### src/rtl/i2c_slave_core_if.sv
// i2c_slave_core_if
// Bundles the I2C pins and the byte-level handshake of the I2C target core.
//   scl_i, sda_i    bus SCL and wired-AND SDA as seen at the pins (asynchronous)
//   sda_o           open-drain SDA drive: 0 = pull low, 1 = release
//   rx_data         last byte written by the master, valid with rx_valid
//   rx_valid        1-clk pulse, new rx_data
//   tx_data         next byte to return on a read
//   tx_req          1-clk pulse, tx_data is needed before the next SCL fall
//   addr_match      1-clk pulse when the address byte matched
//   rw              R/W bit of the current matched transfer (1 = read)
//   busy            core is not idle
// The slave modport is the core's view; the master modport is the bus-side view.
interface i2c_slave_core_if;
    logic       scl_i;
    logic       sda_i;
    logic       sda_o;
    logic [7:0] rx_data;
    logic       rx_valid;
    logic [7:0] tx_data;
    logic       tx_req;
    logic       addr_match;
    logic       rw;
    logic       busy;

    modport slave (
        input  scl_i, sda_i, tx_data,
        output sda_o, rx_data, rx_valid, tx_req, addr_match, rw, busy
    );

    modport master (
        output scl_i, sda_i, tx_data,
        input  sda_o, rx_data, rx_valid, tx_req, addr_match, rw, busy
    );
endinterface

### src/rtl/i2c_slave_core.sv
// i2c_slave_core
// 7-bit-address I2C target without clock stretching. SCL/SDA are oversampled with clk,
// START/STOP and SCL edges are derived from the synchronized samples, and SDA is
// driven open-drain. Written bytes appear on rx_data/rx_valid; read bytes are taken
// from tx_data, requested one byte ahead with tx_req.
//   clk   system clock, at least 20x the SCL rate
//   rst   synchronous reset, active-high
//   bus   i2c_slave_core_if.slave (pins plus byte handshake)
//
// state     | meaning
// ----------+-----------------------------------------------------------
// IDLE      | waiting for START
// ADDR      | shifting the address byte; ACK decided on the following fall
// ADDR_ACK  | driving the address ACK
// WR_DATA   | shifting a written byte
// WR_ACK    | driving the ACK for a written byte
// RD_DATA   | driving a read byte, MSB first
// RD_ACK    | released SDA, sampling the master's ACK/NACK
// WAIT_STOP | not addressed or master NACKed; ignore bus until START/STOP
module i2c_slave_core #(
    parameter logic [6:0] SLAVE_ADDR  = 7'h3A,
    parameter int         SYNC_STAGES = 2
) (
    input  logic             clk,
    input  logic             rst,
    i2c_slave_core_if.slave  bus
);

    typedef enum logic [2:0] {
        IDLE,
        ADDR,
        ADDR_ACK,
        WR_DATA,
        WR_ACK,
        RD_DATA,
        RD_ACK,
        WAIT_STOP
    } state_t;

    logic [SYNC_STAGES-1:0] scl_sync_q;
    logic [SYNC_STAGES-1:0] sda_sync_q;
    logic                   scl_h_q;
    logic                   sda_h_q;

    logic scl_s;
    logic sda_s;
    logic scl_rise;
    logic scl_fall;
    logic start_ev;
    logic stop_ev;

    state_t     state_q;
    logic [2:0] bit_cnt_q;
    // Only 7 bits are stored: the 8th bit of a byte is taken straight from sda_s.
    logic [6:0] shreg_q;
    logic       byte_done_q;
    logic       addr_ok_q;
    logic       ack_q;
    logic       sda_q;
    logic [7:0] rx_data_q;
    logic       rx_valid_q;
    logic       tx_req_q;
    logic       addr_match_q;
    logic       rw_q;

    // Synchronizers plus one history stage. Reset to the idle bus level.
    always_ff @(posedge clk) begin
        if (rst) begin
            scl_sync_q <= '1;
            sda_sync_q <= '1;
            scl_h_q    <= 1'b1;
            sda_h_q    <= 1'b1;
        end else begin
            scl_sync_q <= {scl_sync_q[SYNC_STAGES-2:0], bus.scl_i};
            sda_sync_q <= {sda_sync_q[SYNC_STAGES-2:0], bus.sda_i};
            scl_h_q    <= scl_sync_q[SYNC_STAGES-1];
            sda_h_q    <= sda_sync_q[SYNC_STAGES-1];
        end
    end

    assign scl_s    = scl_sync_q[SYNC_STAGES-1];
    assign sda_s    = sda_sync_q[SYNC_STAGES-1];
    assign scl_rise = scl_s & ~scl_h_q;
    assign scl_fall = ~scl_s & scl_h_q;
    assign start_ev = scl_s & sda_h_q & ~sda_s;
    assign stop_ev  = scl_s & ~sda_h_q & sda_s;

    always_ff @(posedge clk) begin
        if (rst) begin
            state_q      <= IDLE;
            bit_cnt_q    <= 3'd0;
            shreg_q      <= 7'd0;
            byte_done_q  <= 1'b0;
            addr_ok_q    <= 1'b0;
            ack_q        <= 1'b0;
            sda_q        <= 1'b1;
            rx_data_q    <= 8'd0;
            rx_valid_q   <= 1'b0;
            tx_req_q     <= 1'b0;
            addr_match_q <= 1'b0;
            rw_q         <= 1'b0;
        end else begin
            rx_valid_q   <= 1'b0;
            tx_req_q     <= 1'b0;
            addr_match_q <= 1'b0;

            // START/STOP override whatever byte is in progress.
            if (start_ev) begin
                state_q     <= ADDR;
                bit_cnt_q   <= 3'd0;
                byte_done_q <= 1'b0;
                ack_q       <= 1'b0;
                sda_q       <= 1'b1;
            end else if (stop_ev) begin
                state_q     <= IDLE;
                bit_cnt_q   <= 3'd0;
                byte_done_q <= 1'b0;
                ack_q       <= 1'b0;
                sda_q       <= 1'b1;
            end else begin
                case (state_q)
                    IDLE: begin
                        sda_q <= 1'b1;
                    end

                    ADDR: begin
                        if (scl_rise) begin
                            shreg_q   <= {shreg_q[5:0], sda_s};
                            bit_cnt_q <= bit_cnt_q + 3'd1;
                            if (bit_cnt_q == 3'd7) begin
                                byte_done_q <= 1'b1;
                                // shreg_q already holds address bits 6..0; sda_s is R/W.
                                if (shreg_q == SLAVE_ADDR) begin
                                    addr_ok_q    <= 1'b1;
                                    rw_q         <= sda_s;
                                    addr_match_q <= 1'b1;
                                    tx_req_q     <= sda_s;
                                end else begin
                                    addr_ok_q <= 1'b0;
                                end
                            end
                        end else if (scl_fall && byte_done_q) begin
                            byte_done_q <= 1'b0;
                            if (addr_ok_q) begin
                                sda_q   <= 1'b0;
                                state_q <= ADDR_ACK;
                            end else begin
                                state_q <= WAIT_STOP;
                            end
                        end
                    end

                    ADDR_ACK: begin
                        if (scl_fall) begin
                            bit_cnt_q <= 3'd0;
                            if (rw_q) begin
                                shreg_q <= bus.tx_data[6:0];
                                sda_q   <= bus.tx_data[7];
                                state_q <= RD_DATA;
                            end else begin
                                sda_q   <= 1'b1;
                                state_q <= WR_DATA;
                            end
                        end
                    end

                    WR_DATA: begin
                        if (scl_rise) begin
                            shreg_q   <= {shreg_q[5:0], sda_s};
                            bit_cnt_q <= bit_cnt_q + 3'd1;
                            if (bit_cnt_q == 3'd7) begin
                                rx_data_q   <= {shreg_q, sda_s};
                                rx_valid_q  <= 1'b1;
                                byte_done_q <= 1'b1;
                            end
                        end else if (scl_fall && byte_done_q) begin
                            byte_done_q <= 1'b0;
                            sda_q       <= 1'b0;
                            state_q     <= WR_ACK;
                        end
                    end

                    WR_ACK: begin
                        if (scl_fall) begin
                            sda_q   <= 1'b1;
                            state_q <= WR_DATA;
                        end
                    end

                    RD_DATA: begin
                        if (scl_rise) begin
                            bit_cnt_q <= bit_cnt_q + 3'd1;
                            if (bit_cnt_q == 3'd7) begin
                                byte_done_q <= 1'b1;
                            end
                        end else if (scl_fall) begin
                            if (byte_done_q) begin
                                byte_done_q <= 1'b0;
                                ack_q       <= 1'b0;
                                sda_q       <= 1'b1;
                                state_q     <= RD_ACK;
                            end else begin
                                sda_q   <= shreg_q[6];
                                shreg_q <= {shreg_q[5:0], 1'b0};
                            end
                        end
                    end

                    RD_ACK: begin
                        if (scl_rise) begin
                            if (!sda_s) begin
                                ack_q    <= 1'b1;
                                tx_req_q <= 1'b1;
                            end else begin
                                state_q <= WAIT_STOP;
                            end
                        end else if (scl_fall && ack_q) begin
                            ack_q     <= 1'b0;
                            bit_cnt_q <= 3'd0;
                            shreg_q   <= bus.tx_data[6:0];
                            sda_q     <= bus.tx_data[7];
                            state_q   <= RD_DATA;
                        end
                    end

                    WAIT_STOP: begin
                        sda_q <= 1'b1;
                    end

                    default: begin
                        sda_q   <= 1'b1;
                        state_q <= IDLE;
                    end
                endcase
            end
        end
    end

    assign bus.sda_o      = sda_q;
    assign bus.rx_data    = rx_data_q;
    assign bus.rx_valid   = rx_valid_q;
    assign bus.tx_req     = tx_req_q;
    assign bus.addr_match = addr_match_q;
    assign bus.rw         = rw_q;
    assign bus.busy       = (state_q != IDLE);

endmodule
### src/flat_wrapper.sv
// flat-port wrapper written by rule: the top's interface ports become plain ports
module i2c_slave_core_flat 
#(
    parameter logic [6:0] SLAVE_ADDR  = 7'h3A,
    parameter int         SYNC_STAGES = 2
)
  (clk, rst, bus_scl_i, bus_sda_i, bus_tx_data, bus_sda_o, bus_rx_data, bus_rx_valid, bus_tx_req, bus_addr_match, bus_rw, bus_busy);
  i2c_slave_core_if bus_i ();
  input  logic clk;
  input  logic rst;
  input wire logic [$bits(bus_i.scl_i)-1:0] bus_scl_i;
  input wire logic [$bits(bus_i.sda_i)-1:0] bus_sda_i;
  input wire logic [$bits(bus_i.tx_data)-1:0] bus_tx_data;
  output wire logic [$bits(bus_i.sda_o)-1:0] bus_sda_o;
  output wire logic [$bits(bus_i.rx_data)-1:0] bus_rx_data;
  output wire logic [$bits(bus_i.rx_valid)-1:0] bus_rx_valid;
  output wire logic [$bits(bus_i.tx_req)-1:0] bus_tx_req;
  output wire logic [$bits(bus_i.addr_match)-1:0] bus_addr_match;
  output wire logic [$bits(bus_i.rw)-1:0] bus_rw;
  output wire logic [$bits(bus_i.busy)-1:0] bus_busy;
  assign bus_i.scl_i = bus_scl_i;
  assign bus_i.sda_i = bus_sda_i;
  assign bus_i.tx_data = bus_tx_data;
  assign bus_sda_o = bus_i.sda_o;
  assign bus_rx_data = bus_i.rx_data;
  assign bus_rx_valid = bus_i.rx_valid;
  assign bus_tx_req = bus_i.tx_req;
  assign bus_addr_match = bus_i.addr_match;
  assign bus_rw = bus_i.rw;
  assign bus_busy = bus_i.busy;
  i2c_slave_core #(.SLAVE_ADDR(SLAVE_ADDR), .SYNC_STAGES(SYNC_STAGES)) u_core (.clk(clk), .rst(rst), .bus(bus_i));
endmodule
### config.mk
export PLATFORM = sky130hd
export DESIGN_NAME = i2c_slave_core_flat
export DESIGN_NICKNAME = d
export VERILOG_FILES = /design/src/rtl/i2c_slave_core_if.sv /design/src/rtl/i2c_slave_core.sv /design/src/flat_wrapper.sv
export SDC_FILE = /design/constraint.sdc
export NUM_CORES = 1
export LEC_CHECK = 0
export ABC_AREA = 1
export CAP_MARGIN = 0
export CORE_UTILIZATION = 45
export CTS_CLUSTER_DIAMETER = 100
export DETAILED_ROUTE_END_ITERATION = 6
export PLACE_DENSITY = 0.72
export SLEW_MARGIN = 10
export SYNTH_ARGS = -nofsm -noshare
export SYNTH_HDL_FRONTEND = slang
export SYNTH_SLANG_ARGS = --single-unit
### constraint.sdc
create_clock -name clk -period 1.7 [get_ports clk]
set_input_delay 0.34 -clock clk [delete_from_list [all_inputs] [get_ports clk]]
set_output_delay 0.34 -clock clk [all_outputs]
set_load 0.005 [all_outputs]
==> impl_metrics.yaml, run 1 <==
status:
  status: "complete, no violations"
power:
  ir_drop_v: 0.0005843
  comb_power_share_pct: 35.8
  share_seq_of_total_power_pct: 37.5
  leakagePower_nw: 0.9436
  switchingPower_mw: 0.9973
  swShare_pct: 36.43
  total_power_mw: 2.738
  p_int_mw: 1.740
  clockPowerShare_pct: 26.8
  power.density_nw_per_um2: 1209
yosys:
  synthDistinctLibCells: 28
  synth.top_cell.area_share_pct: 39.94
  synth_ff_type: "dfxtp_1"
  synth_area_leader_cell: "dfxtp_1"
  yosysMostFrequentCell: "nand2_1"
  syn_nets: 258
  synth_area_sq_um: 1754
  yosysSeqAreaShare_pct: 39.94
  async_reset_ff_share_pct: 0
  synth_area_leaders: "dfxtp_1 40%, nand2_1 9.8%, nand3_1 7.1%"
  syn_avg_cell_area_sq_um: 7.189
  synth_cells: 244
  synth.top_cells.by_count: "46 x nand2_1, 35 x dfxtp_1, 30 x nor2_1"
  ys_warn_count: 0
  ys_ff_latch: 35
  synth_edf_count: 0
layout:
  nets: 295
  fill_cells: 362
  final_cells: 329
  drive_gt1_share_pct: 15.66
  syn2layout_area_growth_pct: 29.03
  final_area_sq_um: 2263
  insertedDiodeCount: 0
  fin_util_pct: 61.36
timing:
  drv_slew: 0
  slew_headroom_pct: 79.88
  finalHoldViolCount: 0
  tightestPinTransition_ns: 0.2987
  fin_crit_ns: 1.523
  worst_hold_slack_ns: 0.4071
  finClkSkew_ns: 0.008713
  setup_violations: 0
  fmax_ghz: 0.6566
  rsz0062_at_grt: "no"
  fin_tns_setup_ns: 0
  final.period_utilization_pct: 89.59
  setup_ws_ns: 0.1769
grt:
  grt.overflow.total: 0
  antenna_found_initial: 0
  grt_pass1_wl_um: 6872
  grt_usage_pct: 21.69
  grt_max_degree: 25
  grt_pass1_vias: 1497
setup_path:
  critPathSlowestCell: "clkdlybuf4s50_1"
  critical_path.max_stage_delay_ns: 0.51
  crit_path_cell_trace: "clkdlybuf4s50_1"
  crit_path_end_kind: "primary output"
  crit_family: "buffers and inverters"
  crit_required_ns: 1.36
  start_kind: "register"
  worstSetupPathType: "register to primary output"
  worst-path-buf-inv: 1
  cp_max_fo: 3
  critical_path_arrival_ns: 1.18
route:
  dr.pass1.iters: 4
  drt-wirelength-per-cell_um: 12.51
  first_iter_violations: 147
  routed_via_density: 5.191
  num_vias: 1708
  drt-total-wl_um: 4117
  ant_nets: 0
  drcViolationCount: 0
clock_network:
  clock_sinks: 35
  cts_tree: "yes"
  clock_latency_ns: 0.29
  cts_buffers: 5
  clock_tree.root_cell: "clkbuf_8"
  h-tree-depth: 2
  clock_path_buffers: 2
  clk_pin_slew_ns: 0.07
placement:
  dp_hpwl_um: 3109
  placed_cells: 321
  gp_congestion: 0.9483
  place_area_sq_um: 2127
  place_ws_ns: 0.08904
  port_buffers: 25
run:
  maxCapViolCount: 0
floorplan:
  placementRows: 22
  ios: 26
  die_area_sq_um: 4152
  die_height_um: 64.44
  design.core.area_sq_um: 3689
  start_util_pct: 47.56
  chipWidth_um: 64.44
worst_hold_path:
  hp-class: "register to register"
-- layer usage --
layer  vias up  routed length, um  GRT usage, %
met1       746               1886         30.14
met4         0                 93         9.167
met5         -                  0             0
li1        890                  -             -
met2        62               1840         32.11
met3        10                297         4.930
-- placed cells by master, fill, tap and decap left out, types with 3 or more instances in the layout --
cell type / count
or2_2: 5
nor2_1: 29
a211oi_1: 8
nand4_1: 3
nand3_1: 25
clkdlybuf4s50_1: 24
nand2_1: 46
inv_2: 4
clkbuf_8: 5
o21ai_0: 18
a21oi_1: 18
nand2_2: 3
dfxtp_1: 31
buf_4: 9
inv_1: 26
dfxtp_4: 3
-- cell type report --
class,instances,area [sq um],share of cell area (%)
tap,48,60.06,2.653
sequential,35,713.2,31.51
multi-input combinational,173,910.9,40.24
clock inverter,2,37.54,1.658
timing repair buffer,36,360.3,15.92
clock buffer,5,68.82,3.040
inverter,30,112.6,4.975
-- what timing repair did --
action,CTS,global route
gates cloned,0,0
endpoints found under the hold margin,0,0
buffers inserted,0,1
hold buffers,0,0
pin swaps,0,1
resized for setup,7,3
setup endpoints to repair,1,2
-- kinds of logic after synthesis --
group	synth area share (%)
adders and majority gates	1.426
buffers and inverters	8.558
DFF	39.94
and+or+nand+nor	33.45
AOI/OAI and AO/OA	16.62
-- flip-flops by register name (all words and copies together) (netlist names) --
name and cells:
u_core.ack_q 1, u_core.addr_ok_q 1, u_core.bit_cnt_q 3, u_core.bus.addr_match 1, u_core.bus.rw 1, u_core.bus.rx_data 8
u_core.bus.rx_valid 1, u_core.bus.sda_o 1, u_core.bus.tx_req 1, u_core.byte_done_q 1, u_core.scl_h_q 1, u_core.scl_sync_q 2
u_core.sda_h_q 1, u_core.sda_sync_q 2, u_core.shreg_q 7, u_core.state_q 3
-- power by group through the flow --
| stage | registers [mW] | logic, mW | clock network, mW |
|---|---|---|---|
| floorplan | 0.978 | 0.707 | 0 |
| global placement | 1.02 | 0.953 | 0 |
| detailed placement | 1.02 | 0.949 | 0 |
| CTS | 1.02 | 0.961 | 0.742 |
| global route | 1.04 | 1.11 | 0.781 |
| finish | 1.03 | 0.979 | 0.733 |
-- final timing paths --
check	cells after the start	from	end	slack [ns]
min	1	u_core.sda_sync_q[0]	u_core.sda_sync_q[1]	0.41
min reg2reg	1	u_core.sda_sync_q[0]	u_core.sda_sync_q[1]	0.41
max reg2reg	8	u_core.scl_sync_q[1]	u_core.state_q[0]	0.20
max	1	u_core.bus.rw	bus_rw	0.18
No activity file was read; power rests on OpenSTA's default activity.
==> run 2, diff against run 1 <==
- CORE_MARGIN: unset -> 10
==> run 2 against run 1 <==
Effect of this change:
- register-to-register slack got worse by 0.05 ns
- clock skew grew 0.0013 ns
- core utilization is 0.42 points lower
- worst setup slack got worse by 0.14 ns
- critical path depth grew 2
- final cell count is 0.30% higher
- power up 1.4%
- first-iteration DRC count down 14%
- combinational power grew 5%
- via count shrank 1.9%
- wire length up 7.9%
==> impl_metrics.yaml, run 2 (same netlist as run 1, synthesis figures left out) <==
layout:
  drive_gt1_share_pct: 15.60
  layout_commonest_cell: "nand2_1"
  fin_util_pct: 60.94
  nets: 296
  syn2layout_area_growth_pct: 29.10
  insertedDiodeCount: 0
  final_cell_mix: "46 x nand2_1, 32 x dfxtp_1, 29 x nor2_1, 26 x inv_1"
  fill_cells: 358
  largest_reg_flops: 8
  final_area_sq_um: 2265
  final_cells: 330
route:
  num_vias: 1675
  drt-wirelength-per-cell_um: 13.46
  routed_via_density: 5.076
  drcViolationCount: 0
  ant_nets: 0
  first_iter_violations: 127
  drt-total-wl_um: 4441
  dr.pass1.iters: 4
timing:
  final.period_utilization_pct: 97.71
  fmax_ghz: 0.6020
  fin_crit_ns: 1.661
  finClkSkew_ns: 0.009974
  drv_slew: 0
  setup_violations: 0
  fin_tns_setup_ns: 0
  finalHoldViolCount: 0
  slew_headroom_pct: 81.95
  tightestPinTransition_ns: 0.2679
floorplan:
  design.core.area_sq_um: 3716
  die_area_sq_um: 6796
  ios: 26
  chipWidth_um: 82.44
  start_util_pct: 47.21
  die_height_um: 82.44
  placementRows: 22
grt:
  antenna_found_initial: 0
  grt_pass1_wl_um: 7389
  grt_max_degree: 25
  grt_pass1_vias: 1588
  grt.overflow.total: 0
  grt_usage_pct: 14.02
worst_hold_path:
  holdPathStages: 1
  hp-class: "register to register"
setup_path:
  crit_required_ns: 1.36
  worstSetupPathType: "register to primary output"
  critical_path_arrival_ns: 1.32
  crit_path_end_kind: "primary output"
  start_kind: "register"
  ff2ff_path_depth: 7
  cp_max_fo: 9
placement:
  gp_congestion: 0.9098
  place_area_sq_um: 2127
  placed_cells: 321
  port_buffers: 25
  dp_hpwl_um: 3449
clock_network:
  clock_tree.root_cell: "clkbuf_8"
  h-tree-depth: 2
  clock_sinks: 35
  clock_latency_ns: 0.30
  cts_buffers: 5
  clock_path_buffers: 2
  cts_tree: "yes"
  cts_hold_buf: 0
  clk_pin_slew_ns: 0.07
power:
  power.density_nw_per_um2: 1225
  leakagePower_nw: 0.9402
  total_power_mw: 2.775
  ir_drop_v: 0.0005222
run:
  maxCapViolCount: 0
status:
  status: "complete, no violations"
run 2: area by class of cell:
type | count | area (sq um) | area share (%)
timing repair buffer | 37 | 365.4 | 16.13
tap | 48 | 60.06 | 2.652
clock inverter | 2 | 37.54 | 1.657
sequential | 35 | 709.4 | 31.33
multi-input combinational | 173 | 910.9 | 40.22
inverter | 30 | 112.6 | 4.972
clock buffer | 5 | 68.82 | 3.039
run 2: routing by layer:
metal	GRT usage, %	wire (um)	vias up
met5	0	0	-
met1	16.97	2098	733
met3	3.024	247	6
met4	6.633	79	0
li1	-	-	890
met2	23.09	2016	46
run 2: worst paths after layout:
path	startpoint	to	slack [ns]
max	u_core.state_q[1]	bus_busy	0.04
min	u_core.sda_sync_q[0]	u_core.sda_sync_q[1]	0.41
max reg2reg	u_core.scl_h_q	u_core.state_q[0]	0.15
min reg2reg	u_core.sda_sync_q[0]	u_core.sda_sync_q[1]	0.41
run 2: power breakdown:
| part | internal, mW | switching [mW] | total (mW) | leakage [nW] |
|---|---|---|---|---|
| logic | 0.407 | 0.621 | 1.03 | 0.604 |
| registers | 0.918 | 0.0874 | 1.01 | 0.286 |
| clock network | 0.428 | 0.313 | 0.741 | 0.0502 |
| total | 1.75 | 1.02 | 2.77 | 0.940 |
run 2: what timing repair did:
| action | CTS | global route |
|---|---|---|
| cloned | 0 | 0 |
| endpoints found under the setup margin | 1 | 1 |
| buffers inserted | 0 | 2 |
| hold endpoints to repair | 0 | 0 |
| pin swaps | 0 | 1 |
| resized for setup | 6 | 1 |
run 2: worst max-delay path, stage by stage, from the launching register on:
cell and delay (ns):
dfxtp_4 0.41, nor2_4 0.05, nand2_1 0.07, clkdlybuf4s50_1 0.50
run 2: stage by stage:
step,hold WS [ns],worst slack (ns)
finish,0.4135,0.03891
floorplan,0.3895,0.2822
global route,0.4249,-0.005392
CTS,0.4151,0.01063
global placement,0.3921,0.1662
detailed placement,0.3969,0.1416
==> run 3, diff against run 2 <==
- ABC_AREA: 1 -> 0
- CORE_MARGIN: 10 -> 2
- CTS_BUF_LIST: unset -> sky130_fd_sc_hd__clkbuf_2
==> run 3 against run 2 <==
Effect of this change:
- die area is 34% lower
- wire length increased by 4.9%
- clock power decreased by 25%
- synthesized area increased by 2.2%
- worst setup slack worse by 0.029 ns
- final area increased by 11%
- sequential power decreased by 16%
- critical path type unchanged
- largest cell class unchanged
- largest power group is now sequential cells
==> impl_metrics.yaml, run 3 <==
status:
  status: "complete, no violations"
clock_network:
  clock_latency_ns: 0.40
  cts_hold_buf: 0
  cts_tree: "yes"
  clock_sinks: 35
  clk_pin_slew_ns: 0.17
  clock_path_buffers: 2
  h-tree-depth: 2
  cts_buffers: 5
  clock_tree.root_cell: "clkbuf_2"
layout:
  seqCellArea_sq_um: 715.7
  drive_gt1_share_pct: 33.33
  multi_input_area_sq_um: 1040
  syn2layout_area_growth_pct: 40.13
  layout_commonest_cell: "buf_4"
  fill_cells: 306
  final_cells: 312
  insertedDiodeCount: 0
  nets: 277
  largest_reg_flops: 8
  final_cell_mix: "33 x buf_4, 27 x nor2_1, 27 x dfxtp_1, 23 x clkdlybuf4s50_1, 16 x nand2_1"
  final_area_sq_um: 2512
yosys:
  async_reset_ff_share_pct: 0
  synth.top_cell.area_share_pct: 39.08
  yosysMostFrequentCell: "dfxtp_1"
  synth_edf_count: 0
  synth_cells: 206
  syn_avg_cell_area_sq_um: 8.704
  synth_area_leader_cell: "dfxtp_1"
  synth_ff_type: "dfxtp_1"
  ys_ff_latch: 35
  synthDistinctLibCells: 53
  synth.top_cells.by_count: "35 x dfxtp_1, 28 x nor2_1, 17 x nand2_1"
  ys_warn_count: 0
  synth_area_sq_um: 1793
  yosysSeqAreaShare_pct: 39.08
  syn_nets: 220
  synth_area_leaders: "dfxtp_1 39%, mux2i_1 6.1%, nor2_1 5.9%"
timing:
  fin_crit_ns: 1.690
  rsz0062_at_grt: "yes"
  drv_slew: 0
  slew_headroom_pct: 75.18
  setup_ws_ns: 0.01025
  tightestPinTransition_ns: 0.3689
  setup_violations: 0
  finalHoldViolCount: 0
  fmax_ghz: 0.5918
  finClkSkew_ns: 0.02003
  final.period_utilization_pct: 99.40
setup_path:
  regToRegSetupSlack_ns: 0.01
  crit_required_ns: 1.36
  reg2reg_from: "u_core.scl_h_q"
  critical_path.startpoint: "u_core.state_q[1]"
  cp_max_fo: 8
  crit_path_end_kind: "primary output"
  critical_path_arrival_ns: 1.35
  worstSetupPathType: "register to primary output"
  start_kind: "register"
floorplan:
  design.core.area_sq_um: 3744
  chipWidth_um: 67.12
  placementRows: 22
  start_util_pct: 47.89
  die_area_sq_um: 4505
  die_height_um: 67.12
  ios: 26
route:
  first_iter_violations: 139
  drcViolationCount: 0
  ant_nets: 0
  routed_via_density: 5.526
  drt-wirelength-per-cell_um: 14.93
  dr.pass1.iters: 4
  num_vias: 1724
  drt-total-wl_um: 4657
run:
  maxCapViolCount: 0
grt:
  grt_pass1_wl_um: 6837
  grt_max_degree: 15
  grt.overflow.total: 0
  grt_usage_pct: 20.51
  grt_pass1_vias: 1467
  antenna_found_initial: 0
power:
  total_power_mw: 1.644
  leakagePower_nw: 1.048
  power.density_nw_per_um2: 654.3
  ir_drop_v: 0.0005673
placement:
  gp_congestion: 0.9214
  placed_cells: 290
  dp_hpwl_um: 3077
  place_area_sq_um: 2233
  place_ws_ns: -0.001881
  port_buffers: 25
worst_hold_path:
  min-delay-start: "u_core.sda_sync_q[0]"
  hp-class: "register to register"
-- run 3: cell types whose count changed after synthesis, moves of 4 or more --
cell	previous run	this run
o21ai_0	18	7
inv_1	26	3
nand2_1	46	17
a21oi_1	18	10
mux2i_1	0	11
clkbuf_1	3	7
a311oi_1	0	4
a211oi_1	8	0
nand2b_1	0	7
nand3_1	25	9
inv_2	4	0
buf_2	0	5
-- run 3: final timing paths --
kind | end | depth (start not counted)
min | u_core.sda_sync_q[1] | 1
min reg2reg | u_core.sda_sync_q[1] | 1
max | bus_busy | 3
max reg2reg | u_core.shreg_q[4] | 7
-- run 3: cells by family (layout without fill, tap and decap cells) --
kind of cell	Yosys count	after routing	synth area share [%]
flip-flops	35	35	39.08
buffers and inverters	21	79	6.211
adder cells (fa/ha/maj)	2	2	1.395
AND/OR/NAND/NOR	92	92	26.73
XOR/XNOR	1	1	0.4886
multiplexers	12	12	6.769
AO/OA/AOI/OAI	43	43	19.33
-- run 3: report_power, final --
part           internal (mW)  switching, mW
registers              0.835         0.0154
clock network          0.249          0.308
logic                  0.121          0.116
-- run 3: cell type report --
| class | count | share of cell area [%] |
|---|---|---|
| Sequential cell | 35 | 28.49 |
| Clock buffer | 5 | 0.9960 |
| Inverter | 3 | 0.4482 |
| Timing Repair Buffer | 68 | 24.55 |
| Tap cell | 48 | 2.390 |
| Clock inverter | 3 | 1.743 |
| Multi-Input combinational cell | 150 | 41.38 |
-- run 3: metrics by stage --
step                setup TNS, ns  util (%)  hold WS (ns)
finish                          0     67.11        0.4304
global route              -0.3599     67.11        0.4401
CTS                      -0.01917     62.23        0.4332
detailed placement      -0.001881     59.66        0.3937
global placement                0     59.66        0.3952
floorplan                       0         -        0.3895
-- run 3: worst max-delay path, cell delays in order, from the launching register on --
cell	delay (ns)
dfxtp_2	0.36
buf_6	0.13
or3_4	0.35
buf_6	0.13
-- run 3: layer usage --
metal	track usage, %	wire length [um]
met5	0	0
met2	30.82	2168
met1	28.57	2135
met3	5.574	297
met4	6.122	55
-- run 3: repair_timing --
action / 4_1_cts / 5_1_grt
setup buffers: 2 / 12
pin swaps: 0 / 12
resized for setup: 11 / 32
endpoints found under the hold margin: 0 / 0
endpoints found under the setup margin: 7 / 24
gates cloned: 0 / 0
